===== config.mk =====
export PLATFORM = sky130hd
export DESIGN_NAME = alu_seq_param
export DESIGN_NICKNAME = d
export VERILOG_FILES = /design/src/rtl/alu_pkg.sv /design/src/rtl/alu_seq_datapath.sv /design/src/rtl/alu_seq_param.sv
export SDC_FILE = /design/constraint.sdc
export NUM_CORES = 1
export LEC_CHECK = 0
export BUFFER_PORTS_ARGS = -buffer_cell sky130_fd_sc_hd__buf_2
export CORE_MARGIN = 3
export CORE_UTILIZATION = 25
export CTS_BUF_LIST = sky130_fd_sc_hd__clkbuf_4 sky130_fd_sc_hd__clkbuf_8
export CTS_CLUSTER_SIZE = 20
export DETAILED_ROUTE_END_ITERATION = 8
export GPL_ROUTABILITY_DRIVEN = 1
export SYNTH_ARGS = -nofsm -noshare
export SYNTH_HDL_FRONTEND = slang
export SYNTH_SLANG_ARGS = --single-unit

===== constraint.sdc =====
create_clock -name clk -period 2.6 [get_ports clk]
set_input_delay 0.39 -clock clk [delete_from_list [all_inputs] [get_ports clk]]
set_output_delay 0.39 -clock clk [all_outputs]
set_load 0.1 [all_outputs]

===== src/rtl/alu_pkg.sv =====
// Shared definitions for the sequential ALU: operation codes and FSM state encoding.
package alu_pkg;

    localparam logic [1:0] OP_ADD = 2'b00;
    localparam logic [1:0] OP_SUB = 2'b01;
    localparam logic [1:0] OP_MUL = 2'b10;
    localparam logic [1:0] OP_DIV = 2'b11;

    localparam logic [2:0] ENC_IDLE   = 3'd0;
    localparam logic [2:0] ENC_LOAD_A = 3'd1;
    localparam logic [2:0] ENC_LOAD_B = 3'd2;
    localparam logic [2:0] ENC_EXEC   = 3'd3;
    localparam logic [2:0] ENC_OUT_LO = 3'd4;
    localparam logic [2:0] ENC_OUT_HI = 3'd5;

    typedef enum logic [2:0] {
        ST_IDLE   = ENC_IDLE,
        ST_LOAD_A = ENC_LOAD_A,
        ST_LOAD_B = ENC_LOAD_B,
        ST_EXEC   = ENC_EXEC,
        ST_OUT_LO = ENC_OUT_LO,
        ST_OUT_HI = ENC_OUT_HI
    } state_t;

endpackage


===== src/rtl/alu_seq_datapath.sv =====
// Operand registers, 2W-bit accumulator and iteration counter of the sequential ALU.
// The accumulator holds {high word, low word}; MUL and DIV shift through it one bit per step.
module alu_seq_datapath
    import alu_pkg::*;
#(
    parameter int WIDTH = 8,
    parameter int CNT_W = $clog2(WIDTH) + 1
) (
    input  logic               clk,
    input  logic               reset,
    input  logic [1:0]         op,
    input  logic               load_a,
    input  logic               load_b,
    input  logic               step,
    input  logic [WIDTH-1:0]   inbus,
    output logic [2*WIDTH-1:0] acc,
    output logic               cnt_done,
    output logic               div_zero
);

    logic [WIDTH-1:0]   a_reg;
    logic [WIDTH-1:0]   b_reg;
    logic [2*WIDTH-1:0] acc_reg;
    logic [CNT_W-1:0]   cnt;
    logic [WIDTH:0]     mul_sum;
    logic [WIDTH:0]     div_part;
    logic [WIDTH:0]     div_trial;
    logic [2*WIDTH-1:0] acc_next;

    // MUL: multiplier sits in the low half and is consumed LSB first while the
    // partial sum (with its carry) shifts down from the high half.
    // DIV: remainder in the high half, dividend/quotient in the low half;
    // a borrow from the trial subtraction means the old remainder is restored.
    always_comb begin
        mul_sum   = {1'b0, acc_reg[2*WIDTH-1:WIDTH]} + (acc_reg[0] ? {1'b0, a_reg} : '0);
        div_part  = acc_reg[2*WIDTH-1:WIDTH-1];
        div_trial = div_part - {1'b0, b_reg};
        acc_next  = acc_reg;
        case (op)
            OP_ADD:  acc_next = {{WIDTH{1'b0}}, a_reg} + {{WIDTH{1'b0}}, b_reg};
            OP_SUB:  acc_next = {{WIDTH{1'b0}}, a_reg} - {{WIDTH{1'b0}}, b_reg};
            OP_MUL:  acc_next = {mul_sum, acc_reg[WIDTH-1:1]};
            default: acc_next = div_trial[WIDTH]
                              ? {div_part[WIDTH-1:0], acc_reg[WIDTH-2:0], 1'b0}
                              : {div_trial[WIDTH-1:0], acc_reg[WIDTH-2:0], 1'b1};
        endcase
    end

    // Loading B seeds the accumulator for the iterative operations and restarts the count.
    always_ff @(posedge clk or negedge reset) begin
        if (!reset) begin
            a_reg   <= '0;
            b_reg   <= '0;
            acc_reg <= '0;
            cnt     <= '0;
        end else begin
            if (load_a) begin
                a_reg <= inbus;
            end
            if (load_b) begin
                b_reg   <= inbus;
                cnt     <= '0;
                acc_reg <= (op == OP_MUL) ? {{WIDTH{1'b0}}, inbus} : {{WIDTH{1'b0}}, a_reg};
            end else if (step) begin
                acc_reg <= acc_next;
                cnt     <= cnt + CNT_W'(1);
            end
        end
    end

    assign acc      = acc_reg;
    assign cnt_done = (cnt == CNT_W'(WIDTH - 1));
    assign div_zero = (b_reg == '0);

endmodule


===== src/rtl/alu_seq_param.sv =====
// Sequential ALU top: control FSM sequencing operand load, execution and the
// two-cycle result presentation (low word, then high word with END).
module alu_seq_param
    import alu_pkg::*;
#(
    parameter int WIDTH = 8
) (
    input  logic             clk,
    input  logic             reset,
    input  logic             BEGIN,
    input  logic [1:0]       op_code,
    input  logic [WIDTH-1:0] inbus,
    output logic [WIDTH-1:0] outbus,
    output logic             out_valid,
    output logic             END,
    output logic             busy,
    output logic             err
);

    localparam int CNT_W = $clog2(WIDTH) + 1;

    state_t             state;
    state_t             state_next;
    logic [1:0]         op_reg;
    logic               load_a;
    logic               load_b;
    logic               step;
    logic [2*WIDTH-1:0] acc;
    logic               cnt_done;
    logic               div_zero;

    alu_seq_datapath #(
        .WIDTH (WIDTH),
        .CNT_W (CNT_W)
    ) u_datapath (
        .clk      (clk),
        .reset    (reset),
        .op       (op_reg),
        .load_a   (load_a),
        .load_b   (load_b),
        .step     (step),
        .inbus    (inbus),
        .acc      (acc),
        .cnt_done (cnt_done),
        .div_zero (div_zero)
    );

    always_ff @(posedge clk or negedge reset) begin
        if (!reset) begin
            state  <= ST_IDLE;
            op_reg <= OP_ADD;
        end else begin
            state <= state_next;
            if (state == ST_IDLE && BEGIN) begin
                op_reg <= op_code;
            end
        end
    end

    // ADD/SUB finish in a single EXEC cycle; MUL/DIV stay until the counter hits WIDTH-1.
    always_comb begin
        state_next = state;
        load_a     = 1'b0;
        load_b     = 1'b0;
        step       = 1'b0;
        case (state)
            ST_IDLE: begin
                if (BEGIN) begin
                    state_next = ST_LOAD_A;
                end
            end
            ST_LOAD_A: begin
                load_a     = 1'b1;
                state_next = ST_LOAD_B;
            end
            ST_LOAD_B: begin
                load_b     = 1'b1;
                state_next = ST_EXEC;
            end
            ST_EXEC: begin
                step = 1'b1;
                if (!op_reg[1] || cnt_done) begin
                    state_next = ST_OUT_LO;
                end
            end
            ST_OUT_LO: state_next = ST_OUT_HI;
            ST_OUT_HI: state_next = ST_IDLE;
            default:   state_next = ST_IDLE;
        endcase
    end

    always_comb begin
        out_valid = (state == ST_OUT_LO) || (state == ST_OUT_HI);
        END       = (state == ST_OUT_HI);
        busy      = (state != ST_IDLE);
        outbus    = '0;
        if (state == ST_OUT_LO) begin
            outbus = acc[WIDTH-1:0];
        end else if (state == ST_OUT_HI) begin
            outbus = acc[2*WIDTH-1:WIDTH];
        end
        err = out_valid && (op_reg == OP_DIV) && div_zero;
    end

endmodule


==> results.py <==
metrics = {
    "synthesis": {
        "ys_seq_area_frac": 0.283,
        "synthAdderAreaFrac": 0.139,
        "synth_top_family_by_area": "compound AO/OA/AOI/OAI gates",
        "synth_simple_gate_area_share": 0.187,
        "yosysMostFrequentCell": "nand2_1",
        "syn-num-nets": 482,
        "syn_avg_cell_area_um2": 8.42,
        "synth-edff-count": 0,
        "yosys-top-cells-count": "nand2_1 (58), dfrtp_1 (41), o21ai_0 (41)",
        "yosys.area.top_type": "dfrtp_1",
        "synthFlopType": "dfrtp_1",
        "synth.distinct_cells": 57,
        "ys_async_sr_fraction": 1.00,
        "muxShareOfSynthArea": 0.0721,
        "synth-seq-cells": 41,
        "synthTopCellsByArea": "dfrtp_1 (28%), ha_1 (12%), nand2_1 (6.0%)",
        "synth.top_cell.area_share": 0.283,
        "synth_area_um2": 3630,
        "ys_warn_count": 0,
        "synth_compound_area_frac": 0.245,
        "syn_inst": 431,
        "synth_xor_area_frac": 0.0217,
    },
    "setup_path": {
        "cp_data_arrival_time_ns": 2.71,
        "critPathMaxFanout": 8,
        "rrSetupSlack_ns": 0.08,
        "worstSetupEndpoint": "u_datapath.acc[9]",
        "cp_common_cell": "inv_1",
        "path_cells": "inv_1, ha_1, inv_1, fa_2, a211oi_4, o211ai_1, o211ai_4, mux2i_1, nand2_1, a32o_1",
        "worstSetupStartpoint": "u_datapath.acc[7]",
        "timing.rr.end": "u_datapath.acc[9]",
        "crit_path_start_kind": "flop",
        "slowest_delay_ns": 0.40,
        "worst-r2r-cell-count": 10,
        "r2r-start": "u_datapath.acc[7]",
        "required_ns": 2.79,
        "cpMaxStageDelayCell": "dfrtp_1",
        "crit_path_end_kind": "flop",
        "setup.worst_path.class": "reg -> reg",
    },
    "route": {
        "top_layer_used": "met4",
        "ant_nets": 0,
        "drc": 0,
        "wl_per_cell_um": 17.7,
        "met1_length_mm": 4.97,
        "wl_mm": 11.5,
        "routed-wl-met3_um": 750,
        "drtIter0Drc": 240,
        "dr_wl_met2_mm": 5.50,
        "firstDrtPassIters": 5,
        "vias": 3458,
        "post_drt_via_cell_ratio": 5.32,
    },
    "floorplan": {
        "core_area_um2": 14000,
        "die_height_um": 126,
        "ioPinCount": 25,
        "start_util": 0.258,
        "die-area_um2": 16000,
        "rows": 43,
        "die_w_um": 126,
    },
    "placement": {
        "portBuffers": 24,
        "placed_cells": 636,
        "place_hpwl_mm": 8.68,
        "place.gp.congestion": 0.913,
    },
    "cells_and_area": {
        "largest_reg_flops": 16,
        "regArea_um2": 1030,
        "area_growth_pct": 17.2,
        "drive_above_1_share": 0.183,
        "instances_no_fill": 650,
        "fillers": 1489,
        "n_antenna_cell": 0,
        "multiInputGateArea_um2": 2480,
        "layout.nets": 520,
    },
    "sta": {
        "relSlewSlack": 0.327,
        "timing.final.crit_share": 0.971,
        "max_freq_ghz": 0.396,
        "setup_viol": 0,
        "min_period_ns": 2.52,
        "maxSlewViolCount": 0,
        "finalHoldViolCount": 0,
        "skew_ns": 0.00899,
        "worst_slew_pin_slew_ns": 1.01,
    },
    "grt": {
        "grtUsageTotal": 0.138,
        "grt_pass1_vias": 3374,
        "grt_pass1_wl_mm": 17.9,
        "antenna_found_initial": 0,
        "grt_max_degree": 42,
        "grt-ovfl-total": 0,
    },
    "cts": {
        "htree_levels": 2,
        "insertion_delay_ns": 0.30,
        "cts.sinks": 41,
        "clockBufferDepth": 2,
        "numCtsBuffers": 5,
        "cts_tree": "yes",
        "cts_root_buf": "clkbuf_8",
        "cts.clk_slew.worst_paths_ns": 0.09,
    },
    "hold_path": {
        "hp-class": "in -> async",
    },
    "flow_run": {
        "drv_cap": 0,
    },
    "status": {
        "run_status": "finished clean",
    },
}
worst min path at each step:
stage	to	startpoint	slack, ns
after floorplan	op_reg[0]	reset	0.09
final	u_datapath.b_reg[0]	reset	0.25
after global placement	u_datapath.cnt[1]	u_datapath.cnt[1]	0.48
after global routing	op_reg[1]	op_code[1]	0.30
after detailed placement	u_datapath.cnt[1]	u_datapath.cnt[1]	0.50
after CTS	u_datapath.b_reg[3]	reset	0.28
cell usage in the layout, fill, tap and decap left out, types with 5 or more instances in the layout:
cell,n
o31ai_1,5
a22oi_1,5
and2_1,9
nand3_1,6
xor2_1,5
dfrtp_1,39
nand2_1,58
inv_1,23
nor2_1,30
nor2_2,8
buf_4,24
o211ai_1,8
clkbuf_8,5
nor3_1,8
buf_2,22
mux2_2,7
mux2i_1,16
a32o_1,6
a21oi_1,22
o21a_1,7
a211oi_1,5
ha_1,34
nor2b_1,8
o21ai_0,40
cell type report:
type,count,area share
sequential,41,0.242
clock buffer,6,0.0180
inverter,25,0.0230
clock inverter,2,0.00235
multi-input combinational,348,0.584
tap,180,0.0530
timing repair buffer,48,0.0777
per-layer routing:
metal / up-vias / GRT usage
met5: - / 0
met4: 0 / 0.0366
met3: 28 / 0.0240
met2: 121 / 0.233
met1: 1680 / 0.183
li1: 1629 / -
critical path, delay by kind of cell (launching register included):
family | cells | cell delay [ns]
AOI/OAI and AO/OA | 4 | 1.00
adders and majority gates | 2 | 0.56
buffers and inverters | 2 | 0.15
DFF | 1 | 0.40
muxes | 1 | 0.23
and+or+nand+nor | 1 | 0.07
per-stage QoR:
step / hold WS (ns) / setup slack [ns] / util / area, um2 / TNS [ns]
floorplan: 0.0944 / 0.00758 / - / 3660 / 0
global placement: 0.484 / 0.0928 / 0.291 / 4090 / 0
detailed placement: 0.499 / 0.0162 / 0.291 / 4090 / 0
CTS: 0.285 / 0.0271 / 0.297 / 4170 / 0
global route: 0.299 / -0.0627 / 0.303 / 4250 / -0.0694
finish: 0.254 / 0.0750 / 0.303 / 4250 / 0
timing repair:
action                     in CTS  in global routing
setup buffers                   0                  5
resized for setup               1                  9
gates cloned                    0                  1
pin swaps                       0                  5
hold buffers                    0                  0
setup endpoints to repair       1                 12
logic make-up (layout without fill, tap and decap cells):
family	after synthesis	count (layout)
buffers and inverters	43	81
adders and majority gates	38	38
AOI/OAI and AO/OA	130	131
xor gates and xnor gates	9	9
DFF	41	41
and+or+nand+nor	146	146
muxes	24	24
Power is not shown: default switching activity piles up to over one toggle a cycle in this logic, so the estimate is an artifact.
